File: config.mk
export PLATFORM = sky130hd
export DESIGN_NAME = line_win_ctrl
export DESIGN_NICKNAME = d
export VERILOG_FILES = /design/src/rtl/vip_pkg.sv /design/src/rtl/win3x3_shift.sv /design/src/rtl/line_win_ctrl.sv
export SDC_FILE = /design/constraint.sdc
export NUM_CORES = 1
export LEC_CHECK = 0
export CAP_MARGIN = 25
export CORE_MARGIN = 3
export CORE_UTILIZATION = 50
export DETAILED_ROUTE_END_ITERATION = 10
export MAX_ROUTING_LAYER = met4
export PLACE_DENSITY = 0.83
export SLEW_MARGIN = 0
export SYNTH_ARGS = -nofsm -noshare
export SYNTH_HDL_FRONTEND = slang
export SYNTH_SLANG_ARGS = --single-unit
File: constraint.sdc
create_clock -name clock -period 3.3 [get_ports clock]
set_input_delay 0.99 -clock clock [delete_from_list [all_inputs] [get_ports clock]]
set_output_delay 0.99 -clock clock [all_outputs]
set_load 0.05 [all_outputs]
File: src/rtl/vip_pkg.sv
// Shared video-pipeline definitions: window-controller FSM encoding and pipeline constants.
// No logic; pure types, constants and a small counter helper.
package vip_pkg;

  typedef enum logic [1:0] {
    ST_IDLE  = 2'd0,
    ST_PRIME = 2'd1,
    ST_RUN   = 2'd2,
    ST_GAP   = 2'd3
  } win_state_t;

  localparam int PIPE_LAT    = 2;
  localparam int PRIME_LINES = 2;

  function automatic logic [9:0] sat_inc10(input logic [9:0] v);
    return (v == 10'd1023) ? v : v + 10'd1;
  endfunction

endpackage

File: src/rtl/win3x3_shift.sv
// 3x3 pixel window; each row shifts one column (px3 -> px2 -> px1) when en is high.
// One-cycle update, holds contents while en is low; no backpressure.
module win3x3_shift (
  input  logic       clock,
  input  logic       rst_n,
  input  logic       en,
  input  logic [7:0] col_top,
  input  logic [7:0] col_mid,
  input  logic [7:0] col_bot,
  output logic [7:0] p11,
  output logic [7:0] p12,
  output logic [7:0] p13,
  output logic [7:0] p21,
  output logic [7:0] p22,
  output logic [7:0] p23,
  output logic [7:0] p31,
  output logic [7:0] p32,
  output logic [7:0] p33
);

  always_ff @(posedge clock or negedge rst_n) begin
    if (!rst_n) begin
      p11 <= '0; p12 <= '0; p13 <= '0;
      p21 <= '0; p22 <= '0; p23 <= '0;
      p31 <= '0; p32 <= '0; p33 <= '0;
    end else if (en) begin
      p11 <= p12; p12 <= p13; p13 <= col_top;
      p21 <= p22; p22 <= p23; p23 <= col_mid;
      p31 <= p32; p32 <= p33; p33 <= col_bot;
    end
  end

endmodule

File: src/rtl/line_win_ctrl.sv
// 3x3 window controller around an external two-tap line shift RAM; frame/line tracking FSM.
// Window and post_* outputs lag the pixel source by 2 cycles; no backpressure (source-timed).
module line_win_ctrl
  import vip_pkg::*;
#(
  parameter int IMG_W = 640,
  parameter int IMG_H = 480
) (
  input  logic        clock,
  input  logic        rst_n,
  input  logic        per_frame_vsync,
  input  logic        per_frame_href,
  input  logic        per_frame_clken,
  input  logic [7:0]  per_img_y,
  output logic        lb_clken,
  output logic        lb_href,
  output logic [7:0]  lb_shiftin,
  input  logic [7:0]  lb_taps0x,
  input  logic [7:0]  lb_taps1x,
  output logic [7:0]  matrix_p11,
  output logic [7:0]  matrix_p12,
  output logic [7:0]  matrix_p13,
  output logic [7:0]  matrix_p21,
  output logic [7:0]  matrix_p22,
  output logic [7:0]  matrix_p23,
  output logic [7:0]  matrix_p31,
  output logic [7:0]  matrix_p32,
  output logic [7:0]  matrix_p33,
  output logic        post_frame_vsync,
  output logic        post_frame_href,
  output logic        post_frame_clken,
  output logic        win_valid,
  output logic        border,
  output logic [9:0]  col_cnt,
  output logic [10:0] row_cnt,
  output logic        err_len
);

  localparam logic [9:0]  COL_LEN  = 10'(IMG_W);
  localparam logic [9:0]  COL_LAST = 10'(IMG_W - 1);
  localparam logic [10:0] ROW_MAX  = 11'(IMG_H);

  win_state_t state;
  logic vsync_d, href_d, vs_armed;
  logic vs_rise, vs_fall, href_rise, href_fall;
  logic [7:0] pix_d1;
  logic [PIPE_LAT-1:0] vs_pipe, href_pipe, clken_pipe;
  logic run_pix, col_edge, row_edge;
  logic [9:0] ctr_col;

  assign lb_clken   = per_frame_clken;
  assign lb_href    = per_frame_href;
  assign lb_shiftin = per_img_y;

  // vs_armed blocks a false vsync rise when reset releases in the middle of a frame
  assign vs_rise   = per_frame_vsync & ~vsync_d & vs_armed;
  assign vs_fall   = ~per_frame_vsync & vsync_d;
  assign href_rise = per_frame_href & ~href_d;
  assign href_fall = ~per_frame_href & href_d;

  always_ff @(posedge clock or negedge rst_n) begin
    if (!rst_n) begin
      vsync_d  <= 1'b0;
      href_d   <= 1'b0;
      vs_armed <= 1'b0;
    end else begin
      vsync_d  <= per_frame_vsync;
      href_d   <= per_frame_href;
      vs_armed <= vs_armed | ~per_frame_vsync;
    end
  end

  always_ff @(posedge clock or negedge rst_n) begin
    if (!rst_n) begin
      state   <= ST_IDLE;
      col_cnt <= '0;
      row_cnt <= '0;
      err_len <= 1'b0;
    end else if (vs_rise) begin
      state   <= ST_PRIME;
      col_cnt <= '0;
      row_cnt <= '0;
      err_len <= 1'b0;
    end else if (vs_fall) begin
      state <= ST_IDLE;
    end else begin
      case (state)
        ST_PRIME, ST_RUN: begin
          if (per_frame_href && per_frame_clken) col_cnt <= sat_inc10(col_cnt);
          if (href_fall) begin
            state <= ST_GAP;
            if (row_cnt != ROW_MAX) row_cnt <= row_cnt + 11'd1;
            if (col_cnt != COL_LEN) err_len <= 1'b1;
          end
        end
        ST_GAP: begin
          if (href_rise) begin
            state   <= (row_cnt < 11'(PRIME_LINES)) ? ST_PRIME : ST_RUN;
            // count restarts here, including the first pixel if it arrives on this edge
            col_cnt <= {9'd0, per_frame_clken};
          end
        end
        default: ;
      endcase
    end
  end

  // One cycle after a pixel, state/col_cnt/row_cnt describe that pixel (col_cnt = col+1).
  // The window centre sits one column behind the newest pixel, wrapping to the prior line's last column.
  assign run_pix  = (state == ST_RUN);
  assign ctr_col  = (col_cnt == 10'd1) ? COL_LAST : col_cnt - 10'd2;
  assign col_edge = (ctr_col == 10'd0) || (ctr_col == COL_LAST);
  assign row_edge = (row_cnt == 11'd2) || (row_cnt == ROW_MAX);

  always_ff @(posedge clock or negedge rst_n) begin
    if (!rst_n) begin
      pix_d1     <= '0;
      vs_pipe    <= '0;
      href_pipe  <= '0;
      clken_pipe <= '0;
      win_valid  <= 1'b0;
      border     <= 1'b0;
    end else begin
      pix_d1     <= per_img_y;
      vs_pipe    <= {vs_pipe[PIPE_LAT-2:0], per_frame_vsync};
      href_pipe  <= {href_pipe[PIPE_LAT-2:0], per_frame_href};
      clken_pipe <= {clken_pipe[PIPE_LAT-2:0], per_frame_clken};
      win_valid  <= clken_pipe[0] & run_pix;
      border     <= clken_pipe[0] & run_pix & (col_edge | row_edge);
    end
  end

  assign post_frame_vsync = vs_pipe[PIPE_LAT-1];
  assign post_frame_href  = href_pipe[PIPE_LAT-1];
  assign post_frame_clken = clken_pipe[PIPE_LAT-1];

  win3x3_shift u_win (
    .clock   (clock),
    .rst_n   (rst_n),
    .en      (clken_pipe[0]),
    .col_top (lb_taps1x),
    .col_mid (lb_taps0x),
    .col_bot (pix_d1),
    .p11     (matrix_p11),
    .p12     (matrix_p12),
    .p13     (matrix_p13),
    .p21     (matrix_p21),
    .p22     (matrix_p22),
    .p23     (matrix_p23),
    .p31     (matrix_p31),
    .p32     (matrix_p32),
    .p33     (matrix_p33)
  );

endmodule

==> results.sh <==
export IMPL_status="finished, final reports clean"
export IMPL_critPathTopFamily="buffers and inverters"
export IMPL_dp_hpwl_um=7660
export IMPL_drt_initial_drc_count=160
export IMPL_drc=0
export IMPL_path_buf_inv=1
export IMPL_critPathMaxFanout=11
export IMPL_grt_ovfl_total=0
export IMPL_leakagePower_uw=0.00293
export IMPL_io_buffers=137
export IMPL_synth_seq_cells=113
export IMPL_grt_start_max_net_pins=51
export IMPL_arrival_ns=1.97
export IMPL_drive_above_1_share=0.235
export IMPL_syn_inst=389
export IMPL_fin_crit_ns=2.96
export IMPL_max_slew_margin=0.503
export IMPL_finalSetupViolations=0
export IMPL_cts_setup_buffers=0
export IMPL_synth_fp_nets=429
export IMPL_antenna_cells=0
export IMPL_ys_seq_area_frac=0.578
export IMPL_nNetsFinal=559
export IMPL_register_area_um2=2830
export IMPL_synth_cell_types=49
export IMPL_syn_area_um2=4890
export IMPL_cts_sinks=113
export IMPL_cts_tree="yes"
export IMPL_worstMarginPinSlew_ns=0.746
export IMPL_powerDensity_nw_per_um2=726
export IMPL_grt_pass1_wl_um=18500
export IMPL_hold_buffers=0
export IMPL_p_seq_frac=0.343
export IMPL_yosys_most_used_dff="dfrtp_1"
export IMPL_wl_per_cell_um=17.1
export IMPL_core_area_um2=9370
export IMPL_cpPeakStageDelay_ns=0.89
export IMPL_grt_pass1_vias=3655
export IMPL_ios=138
export IMPL_multi_input_area_um2=1840
export IMPL_crit_required_ns=2.31
export IMPL_peakVddDrop_v=0.000568
export IMPL_critical_path_slowest_cell="clkdlybuf4s50_1"
export IMPL_whs_ns=0.453
export IMPL_clockRootBuffer="clkbuf_8"
export IMPL_rsz0062_at_grt="false"
export IMPL_drt_wl_total_um=11300
export IMPL_min_delay_path_class="reg -> reg"
export IMPL_start_util=0.522
export IMPL_maxCapViolations=0
export IMPL_synth_avg_cell_area_um2=12.6
export IMPL_gr_usage_all_layers=0.218
export IMPL_die_h_um=105
export IMPL_path_cells="clkdlybuf4s50_1"
export IMPL_cts_buffers=17
export IMPL_skew_ns=0.00666
export IMPL_ant_nets=0
export IMPL_hold_viol=0
export IMPL_fillers=634
export IMPL_cts_buffer_depth=2
export IMPL_crit_type="reg -> out"
export IMPL_mostFrequentLayoutCells="clkdlybuf4s50_1 (126), dfrtp_1 (112), mux2_2 (72), nor2_1 (26), clkbuf_16 (16)"
export IMPL_cts_resized=0
export IMPL_p_int_uw=3280
export IMPL_combinationalPowerShare=0.305
export IMPL_yosys_warnings=0
export IMPL_fin_setup_tns_ns=0
export IMPL_area_growth_syn_to_layout_pct=42.5
export IMPL_synth_edf_count=0
export IMPL_h_tree_depth=4
export IMPL_max_freq_ghz=0.337
export IMPL_final_common_cell="clkdlybuf4s50_1"
export IMPL_cp_start_kind="flip-flop"
export IMPL_gp_congestion=0.833
export IMPL_die_area_um2=11000
export IMPL_async_reset_ff_frac=1.00
export IMPL_netSwitchingPower_uw=1780
export IMPL_clkTransAtPathRegs_ns=0.06
export IMPL_avgViaCountPerCell=5.28
export IMPL_fin_crit_sh=0.898
export IMPL_slew_viol_final=0
export IMPL_vias=3487
export IMPL_clkPwrFrac=0.352
export IMPL_dr_pass1_iters=4
export IMPL_die_w_um=105
export IMPL_end_kind="output pin"
export IMPL_clock_latency_ns=0.50
export IMPL_antenna_found_initial=0
export IMPL_totalPowerFinal_uw=5060
export IMPL_core_rowCount=35
export IMPL_switching_share=0.352
[power groups by stage]
stage | combinational [uW] | sequential, uW | clock (uW)
floorplan | 461 | 2290 | 0
global placement | 1510 | 1740 | 0
detailed placement | 1540 | 1760 | 0
CTS | 1560 | 1740 | 1810
global route | 1620 | 1770 | 1880
finish | 1540 | 1740 | 1780
[logic make-up (layout without fill, tap and decap cells)]
| kind of cell | after synthesis | count (layout) | synth area share |
|---|---|---|---|
| AND/OR/NAND/NOR | 96 | 96 | 0.106 |
| adder cells (fa/ha/maj) | 11 | 11 | 0.0281 |
| XOR/XNOR | 10 | 10 | 0.0179 |
| multiplexers | 73 | 73 | 0.168 |
| AO/OA/AOI/OAI | 43 | 43 | 0.0565 |
| flip-flops | 113 | 113 | 0.578 |
| buffers and inverters | 43 | 185 | 0.0463 |
[layer usage]
metal | routed length (um) | up-vias | GRT usage
li1 | - | 1620 | -
met3 | 505 | 9 | 0.0482
met2 | 5950 | 108 | 0.370
met5 | 0 | - | -
met4 | 116 | 0 | 0.0675
met1 | 4680 | 1750 | 0.262
[Yosys cell counts (all sizes together) (5+ instances only)]
cell | count | area [um2]
a21oi | 13 | 65.1
buf | 16 | 124
clkbuf | 15 | 57.6
dfrtp | 113 | 2830
ha | 11 | 138
inv | 12 | 45.0
mux2 | 72 | 811
nand2 | 15 | 56.3
nand2b | 6 | 37.5
nand3 | 14 | 87.6
nor2 | 26 | 97.6
nor3 | 10 | 60.1
o211ai | 5 | 37.5
o21ai | 6 | 30.0
xor2 | 8 | 70.1
[flip-flops by register name (all words and copies together), names as in the netlist]
register	flops
u_win.p13	8
u_win.p11	8
u_win.p21	8
win_valid	1
u_win.p23	8
href_pipe	2
u_win.p31	8
u_win.p32	8
vs_armed	1
border	1
clken_pipe	2
u_win.p33	8
col_cnt	10
pix_d1	8
row_cnt	11
err_len	1
vs_pipe	2
u_win.p12	8
state	2
u_win.p22	8
[through the flow]
stage           util  setup slack [ns]  cell area [um2]  std cells
6_report       0.744             0.336             6980        660
5_1_grt        0.744             0.276             6980        660
4_1_cts        0.744             0.298             6980        660
3_5_place_dp   0.682             0.408             6390        629
3_3_place_gp   0.682             0.463             6390        629
2_1_floorplan      -              1.15             4890        389
[path summary, 6_finish.rpt]
check / startpoint / endpoint / slack [ns] / cells after the start
hold reg to reg: vs_pipe[0] / vs_pipe[1] / 0.45 / 0
setup / recovery: col_cnt[4] / col_cnt[4] / 0.34 / 1
hold / removal: vs_pipe[0] / vs_pipe[1] / 0.45 / 0
setup reg to reg: col_cnt[0] / col_cnt[0] / 1.12 / 6
min in group asynchronous: rst_n / u_win.p23[5] / 0.51 / 1
max in group asynchronous: rst_n / u_win.p31[7] / 2.04 / 2
[cell type report]
class	instances	area share
inverters	12	0.00646
repair buffers	142	0.218
multi-input cells	233	0.264
clock inverters	13	0.0235
clock buffers	18	0.0599
flip-flops and latches	113	0.406
well taps	129	0.0231
No activity file was read; power rests on OpenSTA's default activity.
